## src/rtl/mem_port_arbiter.sv

```systemverilog
// Arbitrates one fixed-latency memory port between instruction fetch (I) and load/store (D).
// Data accesses win contention; a saturating starvation counter periodically forces an I grant.
//
// state  | meaning
// S_IDLE | no access in flight, requests sampled
// S_ISSUE| memory command cycle (mem_en high)
// S_WAIT | counting down the memory read latency
// S_DONE | owner's done pulse is visible
module mem_port_arbiter #(
  parameter int XLEN       = 32,
  parameter int MEM_LAT    = 1,
  parameter int STARVE_MAX = 4
) (
  input  logic            clk,
  input  logic            rst_n,
  input  logic            i_req,
  input  logic [XLEN-1:0] i_addr,
  output logic [XLEN-1:0] i_rdata,
  output logic            i_done,
  input  logic            d_req,
  input  logic            d_we,
  input  logic [XLEN-1:0] d_addr,
  input  logic [XLEN-1:0] d_wdata,
  output logic [XLEN-1:0] d_rdata,
  output logic            d_done,
  output logic            mem_en,
  output logic            mem_we,
  output logic [XLEN-1:0] mem_addr,
  output logic [XLEN-1:0] mem_wdata,
  input  logic [XLEN-1:0] mem_rdata,
  output logic            mem_sel,
  output logic            busy
);

  localparam int LCW = $clog2(MEM_LAT + 1);
  localparam int SCW = (STARVE_MAX > 0) ? $clog2(STARVE_MAX + 1) : 1;
  localparam logic [LCW-1:0] LAT_LOAD   = LCW'(MEM_LAT);
  localparam logic [SCW-1:0] STARVE_TOP = SCW'(STARVE_MAX);
  localparam bit             STARVE_EN  = (STARVE_MAX != 0);

  typedef enum logic [1:0] {S_IDLE, S_ISSUE, S_WAIT, S_DONE} state_t;

  state_t           state_q, state_d;
  logic [LCW-1:0]   lat_q;
  logic [SCW-1:0]   starve_q;
  logic             acc_we_q;
  logic             start;
  logic             grant_d;
  logic             capture;

  always_ff @(posedge clk or negedge rst_n) begin
    if (!rst_n) state_q <= S_IDLE;
    else        state_q <= state_d;
  end

  always_comb begin
    state_d = state_q;
    start   = 1'b0;
    grant_d = 1'b0;
    capture = 1'b0;
    case (state_q)
      S_IDLE: begin
        if (i_req || d_req) begin
          state_d = S_ISSUE;
          start   = 1'b1;
          // D wins a tie unless I has been passed over STARVE_MAX times in a row
          grant_d = d_req && !(i_req && STARVE_EN && (starve_q == STARVE_TOP));
        end
      end
      S_ISSUE: state_d = S_WAIT;
      S_WAIT: begin
        if (lat_q == LCW'(1)) begin
          state_d = S_DONE;
          capture = 1'b1;
        end
      end
      S_DONE:  state_d = S_IDLE;
      default: state_d = S_IDLE;
    endcase
  end

  always_ff @(posedge clk or negedge rst_n) begin
    if (!rst_n) begin
      mem_en    <= 1'b0;
      mem_we    <= 1'b0;
      mem_sel   <= 1'b0;
      mem_addr  <= '0;
      mem_wdata <= '0;
      i_rdata   <= '0;
      d_rdata   <= '0;
      i_done    <= 1'b0;
      d_done    <= 1'b0;
      busy      <= 1'b0;
      lat_q     <= '0;
      starve_q  <= '0;
      acc_we_q  <= 1'b0;
    end else begin
      mem_en <= start;
      i_done <= capture && !mem_sel;
      d_done <= capture && mem_sel;
      busy   <= (state_d != S_IDLE);
      if (start) begin
        mem_sel   <= grant_d;
        mem_addr  <= grant_d ? d_addr : i_addr;
        mem_wdata <= grant_d ? d_wdata : '0;
        mem_we    <= grant_d && d_we;
        acc_we_q  <= grant_d && d_we;
        if (!grant_d)
          starve_q <= '0;
        else if (i_req && (starve_q != STARVE_TOP))
          starve_q <= starve_q + 1'b1;
      end else begin
        mem_we <= 1'b0;
      end
      if (state_q == S_ISSUE)
        lat_q <= LAT_LOAD;
      else if (state_q == S_WAIT)
        lat_q <= lat_q - 1'b1;
      // writes never touch d_rdata; the read data lands only in the owner's register
      if (capture) begin
        if (!mem_sel)
          i_rdata <= mem_rdata;
        else if (!acc_we_q)
          d_rdata <= mem_rdata;
      end
    end
  end

endmodule

```

## config.mk

```make
export PLATFORM = sky130hd
export DESIGN_NAME = mem_port_arbiter
export DESIGN_NICKNAME = d
export VERILOG_FILES = /design/src/rtl/mem_port_arbiter.sv
export SDC_FILE = /design/constraint.sdc
export NUM_CORES = 1
export LEC_CHECK = 0
export BUFFER_PORTS_ARGS = -buffer_cell sky130_fd_sc_hd__buf_2
export CAP_MARGIN = 5
export CORE_MARGIN = 4
export CORE_UTILIZATION = 46
export CTS_CLUSTER_DIAMETER = 100
export CTS_CLUSTER_SIZE = 40
export DETAILED_ROUTE_END_ITERATION = 8
export PLACE_DENSITY = 0.79
export SYNTH_ARGS = -nofsm -noshare
export SYNTH_HDL_FRONTEND = slang
export SYNTH_SLANG_ARGS = --single-unit
```

## constraint.sdc

```tcl
create_clock -name clk -period 5.35 [get_ports clk]
set_input_delay 0.2675 -clock clk [delete_from_list [all_inputs] [get_ports clk]]
set_output_delay 0.2675 -clock clk [all_outputs]
set_load 0.02 [all_outputs]
```

# Yosys cells after proc, flatten, opt, wreduce, memory -nomap -nowiden
# Index checks and enable logic that the tools add are counted.
# word_totals
reg_bits,141
latchBits,0
mem_bits_rw,0
rom_bits,0
output_inout_bits,134
wordCells,55
mem_count,0
# op_classes
add_sub_neg,2
n_mul,0
n_div,0
order_cmp,0
eq_ne,6
shifts,0
n_mux,16
bitwise,2
reduce_logical,15
# ops
cell,count
32-bit two-way mux,2
1-bit two-way mux,9
2-bit case mux with 4 select lines,1
1-bit logical AND,6
3-bit two-way mux,2
"2-bit == test, second input constant",2
2-bit two-way mux,2
2-bit AND reduction,2
2-bit nonzero test,2
"3-bit by 1-bit adder with 3-bit output, second input constant",1
"3-bit == test, second input constant",1
"3-bit != test, second input constant",1
3-bit AND reduction,1
"2-bit by 1-bit == test with 1-bit output, second input constant",1
1-bit zero test,2
2-bit zero test,1
"2-bit by 1-bit != test with 1-bit output, second input constant",1
1-bit NOT,2
1-bit logical OR,1
"1-bit subtractor, second input constant",1

# Logic depth before layout (Yosys ltp)
# depth
word_depth,8
mapped_depth,8
depth_no_buf,6

# Least setup slack after synthesis
# OpenSTA, ideal clock, no wires.
# synth_path
kind,register to register
start,register state_q[0]
end,register d_rdata[13]
setup_time_ps,125
t_arrival_ps,1597
path_slack_ps,3628
stages_incl_launch_ff,8
n_path_buf,2
period_less_slack_ps,1722
cell_sequence,dfrtp_1 > inv_1 > ha_1 > and3_1 > nand2b_1 > clkbuf_1 > buf_2 > mux2_2
# synth_via
elab_chain_cells,3
# synth_rtl
element,line_no,text
start: declaration,43,"state_t state_q, state_d;"
start signal: assignment,53,else state_q <= state_d;
2-bit == test,61,case (state_q)
1-bit two-way mux,61,
3-bit AND reduction (no line),--,
end signal: assignment,124,d_rdata <= mem_rdata;
end: declaration,24,"output logic [XLEN-1:0] d_rdata,"
# No other way between the ends.
# A chain may end at the register's enable or synchronous reset.

# Worst setup path in the final report
# layout_path
start,register state_q[0]
end,register starve_q[1]
# layout_via
elab_chain_cells,4
elab_cells_between_ends,6
classes_between,eq/ne: 1; mux: 3; reduce/logical: 2
# layout_rtl
element,line_no,text
2-bit zero test *,61,
1-bit two-way mux,61,
2-bit by 1-bit != test with 1-bit output (no line),--,
2-bit AND reduction (no line),--,
end signal: assignment,111,starve_q <= starve_q + 1'b1;
end: declaration,45,logic [SCW-1:0] starve_q;
# Every way passes the cells marked *; elsewhere a longest branch is shown, timed or not.

==> impl_metrics.toml <==
[status]
status = "finished clean"

[cells_and_area]
final_nets = 838
fillers = 942
drive_above_1_share = 0.5534
diodes = 0
area_delta_synth_final_pct = 36.46

[global_route]
gr-usage-all-layers = 0.2037
grt_max_degree = 84
overflow = 0
antenna_found_initial = 0
grt_first_pass_wirelength_um = 23330
grt_pass1_vias = 4648

[min_path]
min_delay_path_depth = 2
hold_class = "input pin to register"
hold_end = "mem_wdata[14]"
hold_path.startpoint = "d_wdata[14]"

[synth]
synth_top_area_share = 0.6070
yosysMostFrequentCell = "dfrtp_1"
synth_cell_type_count = 28
syn_area_per_cell_um2 = 13.27
ys_seq_area_frac = 0.6070
yosys_register_bits = 141
synth_common_cells = "141 x dfrtp_1, 59 x mux2_2, 39 x inv_1"
async_flop_share = 1.000
synth_area_mm2 = 0.005813
synthCells = 438
post-synth-top-area-cell = "dfrtp_1"
syn_nets = 577
synth.area.top_cells = "dfrtp_1 61%, mux2_2 11%, o211ai_2 6.2%"
ys.flop_type = "dfrtp_1"
ys_warn_count = 0
synth_edf_count = 0

[worst_setup_path]
rr_startpoint = "state_q[0]"
r2r_slack_ns = 2.40
arrival_ns = 3.20
critPathBufInv = 1
start_kind = "register"
path_max_fanout = 37
cp_cell_sequence = "inv_1 -> ha_1 -> nand2_1 -> or2_2 -> o21ai_1"
crit_path_top_delay_cell = "nand2_1"
worstReg2RegEnd = "starve_q[1]"
cp_top_family = "simple AND/OR/NAND/NOR gates"
critical_path_class = "register to register"
slowest_delay_ns = 0.95
r2r_cells = 5
required_ns = 5.60
end_kind = "register"

[floorplanning]
boundaryPins = 267
die_h_um = 120.4
dieArea_mm2 = 0.01450
start_util = 0.4760
num_rows = 40
die_w_um = 120.4
coreArea_mm2 = 0.01221

[route]
wl_um = 15010
drtAntennaViolNets = 0
drtIter0Drc = 265
dr.pass1.iters = 4
vias = 4572
drc = 0
routedWlPerCell_um = 17.06
viasPerCell = 5.195

[timing]
fmax_ghz = 0.3386
finalHoldViolations = 0
rsz0062_at_grt = "false"
fin_tns_setup_ns = 0
max_slew_margin = 0.1420
min_period_ns = 2.953
finalCritPeriodShare = 0.5520
hold_ws_ns = 0.07653
setup_viol = 0
clock_skew_ns = 0.01006
worst_slew_pin_slew_ns = 1.284
slew_viol_final = 0

[clocking]
cts_buffers = 17
cts_resized = 0
cts_hold_buffers = 1
cts.sinks = 141
clock_latency_ns = 0.41
clk_path_buf_depth = 2
cts-root-buf = "clkbuf_16"
tritoncts = "built"
cts.clk_slew.worst_paths_ns = 0.07
cts_setup_buffers = 0
htree_levels = 4

[job]
cap_violations = 0

[power]
power_mw = 5.490
ir_drop_mv = 0.3042
p_leak_nw = 4.112
power.density_mw_per_mm2 = 692.1

[placed_design]
globalplace.congestion = 0.8164
numPortBuffers = 266
hpwlAfterDp_um = 10850
==> cell type report <==
cell class / count / area [um^2] / area share
clock buffer: 20 / 446.7 / 0.05631
inverter: 39 / 146.4 / 0.01845
sequential: 141 / 3528 / 0.4448
multi-input combinational: 227 / 1996 / 0.2516
tap: 168 / 210.2 / 0.02650
timing repair buffer: 273 / 1396 / 0.1760
clock inverter: 12 / 209.0 / 0.02634
==> how the worst max path moves through the flow <==
stage | startpoint | slack [ns] | to | depth (start not counted)
after global placement | state_q[0] | 2.27 | mem_wdata[11] | 5
after CTS | state_q[0] | 2.11 | mem_wdata[23] | 5
final | state_q[0] | 2.40 | starve_q[1] | 5
after detailed placement | state_q[0] | 2.14 | mem_wdata[7] | 5
after floorplan | state_q[0] | 3.63 | d_rdata[13] | 7
after global routing | state_q[0] | 2.17 | mem_addr[0] | 5
==> layer usage <==
metal	GRT usage	wire length (um)	vias up
met4	0.08569	269	0
li1	-	-	2089
met5	0	0	-
met1	0.2511	6084	2238
met2	0.3395	7469	220
met3	0.05426	1190	25
==> where the power goes <==
group          switching (mW)  total, mW  internal [mW]
logic                    1.41       2.33          0.921
clock network           0.447       1.29          0.846
registers               0.280       1.87           1.59
total                    2.14       5.49           3.36
==> stage by stage <==
| step | std cells | worst slack, ns | util | area [um^2] |
|---|---|---|---|---|
| after detailed placement | 846 | 2.140 | 0.5942 | 7256 |
| after global routing | 880 | 2.165 | 0.6496 | 7933 |
| after CTS | 879 | 2.114 | 0.6487 | 7921 |
| after floorplan | 438 | 3.628 | - | 5813 |
| after global placement | 846 | 2.273 | 0.5942 | 7256 |
| final | 880 | 2.397 | 0.6496 | 7933 |
==> cell families (layout without fill, tap and decap cells) <==
logic type,Yosys count,after routing,synth area share
AO/OA/AOI/OAI,105,105,0.1662
adder cells (fa/ha/maj),6,6,0.01291
buffers and inverters,70,344,0.05166
flip-flops,141,141,0.6070
multiplexers,64,64,0.1240
AND/OR/NAND/NOR,52,52,0.03832
==> worst reg2reg max path, stage by stage, from the launching register on <==
cell	delay (ns)
dfrtp_1	0.38
inv_1	0.09
ha_1	0.28
nand2_1	0.95
or2_2	0.93
o21ai_1	0.17
==> layout by cell type, fill, tap and decap left out, types with 3 or more instances in the layout <==
| cell type | instances |
|---|---|
| buf_2 | 265 |
| dfrtp_1 | 141 |
| mux2_2 | 59 |
| inv_1 | 39 |
| nand2_1 | 38 |
| o211ai_1 | 35 |
| a22o_1 | 33 |
| o211ai_2 | 29 |
| clkbuf_16 | 17 |
| ha_1 | 6 |
| mux2_1 | 5 |
| bufinv_16 | 5 |
| buf_4 | 5 |
| nor2_1 | 3 |
| clkinv_4 | 3 |
==> flip-flops by register name, indices dropped and copies added, names as in the netlist <==
signal     cells
i_rdata       32
d_done         1
state_q        2
i_done         1
mem_en         1
busy           1
lat_q          1
mem_addr      32
mem_we         1
starve_q       3
mem_wdata     32
d_rdata       32
acc_we_q       1
mem_sel        1
Note: power is estimated with default switching activity, not from simulation.
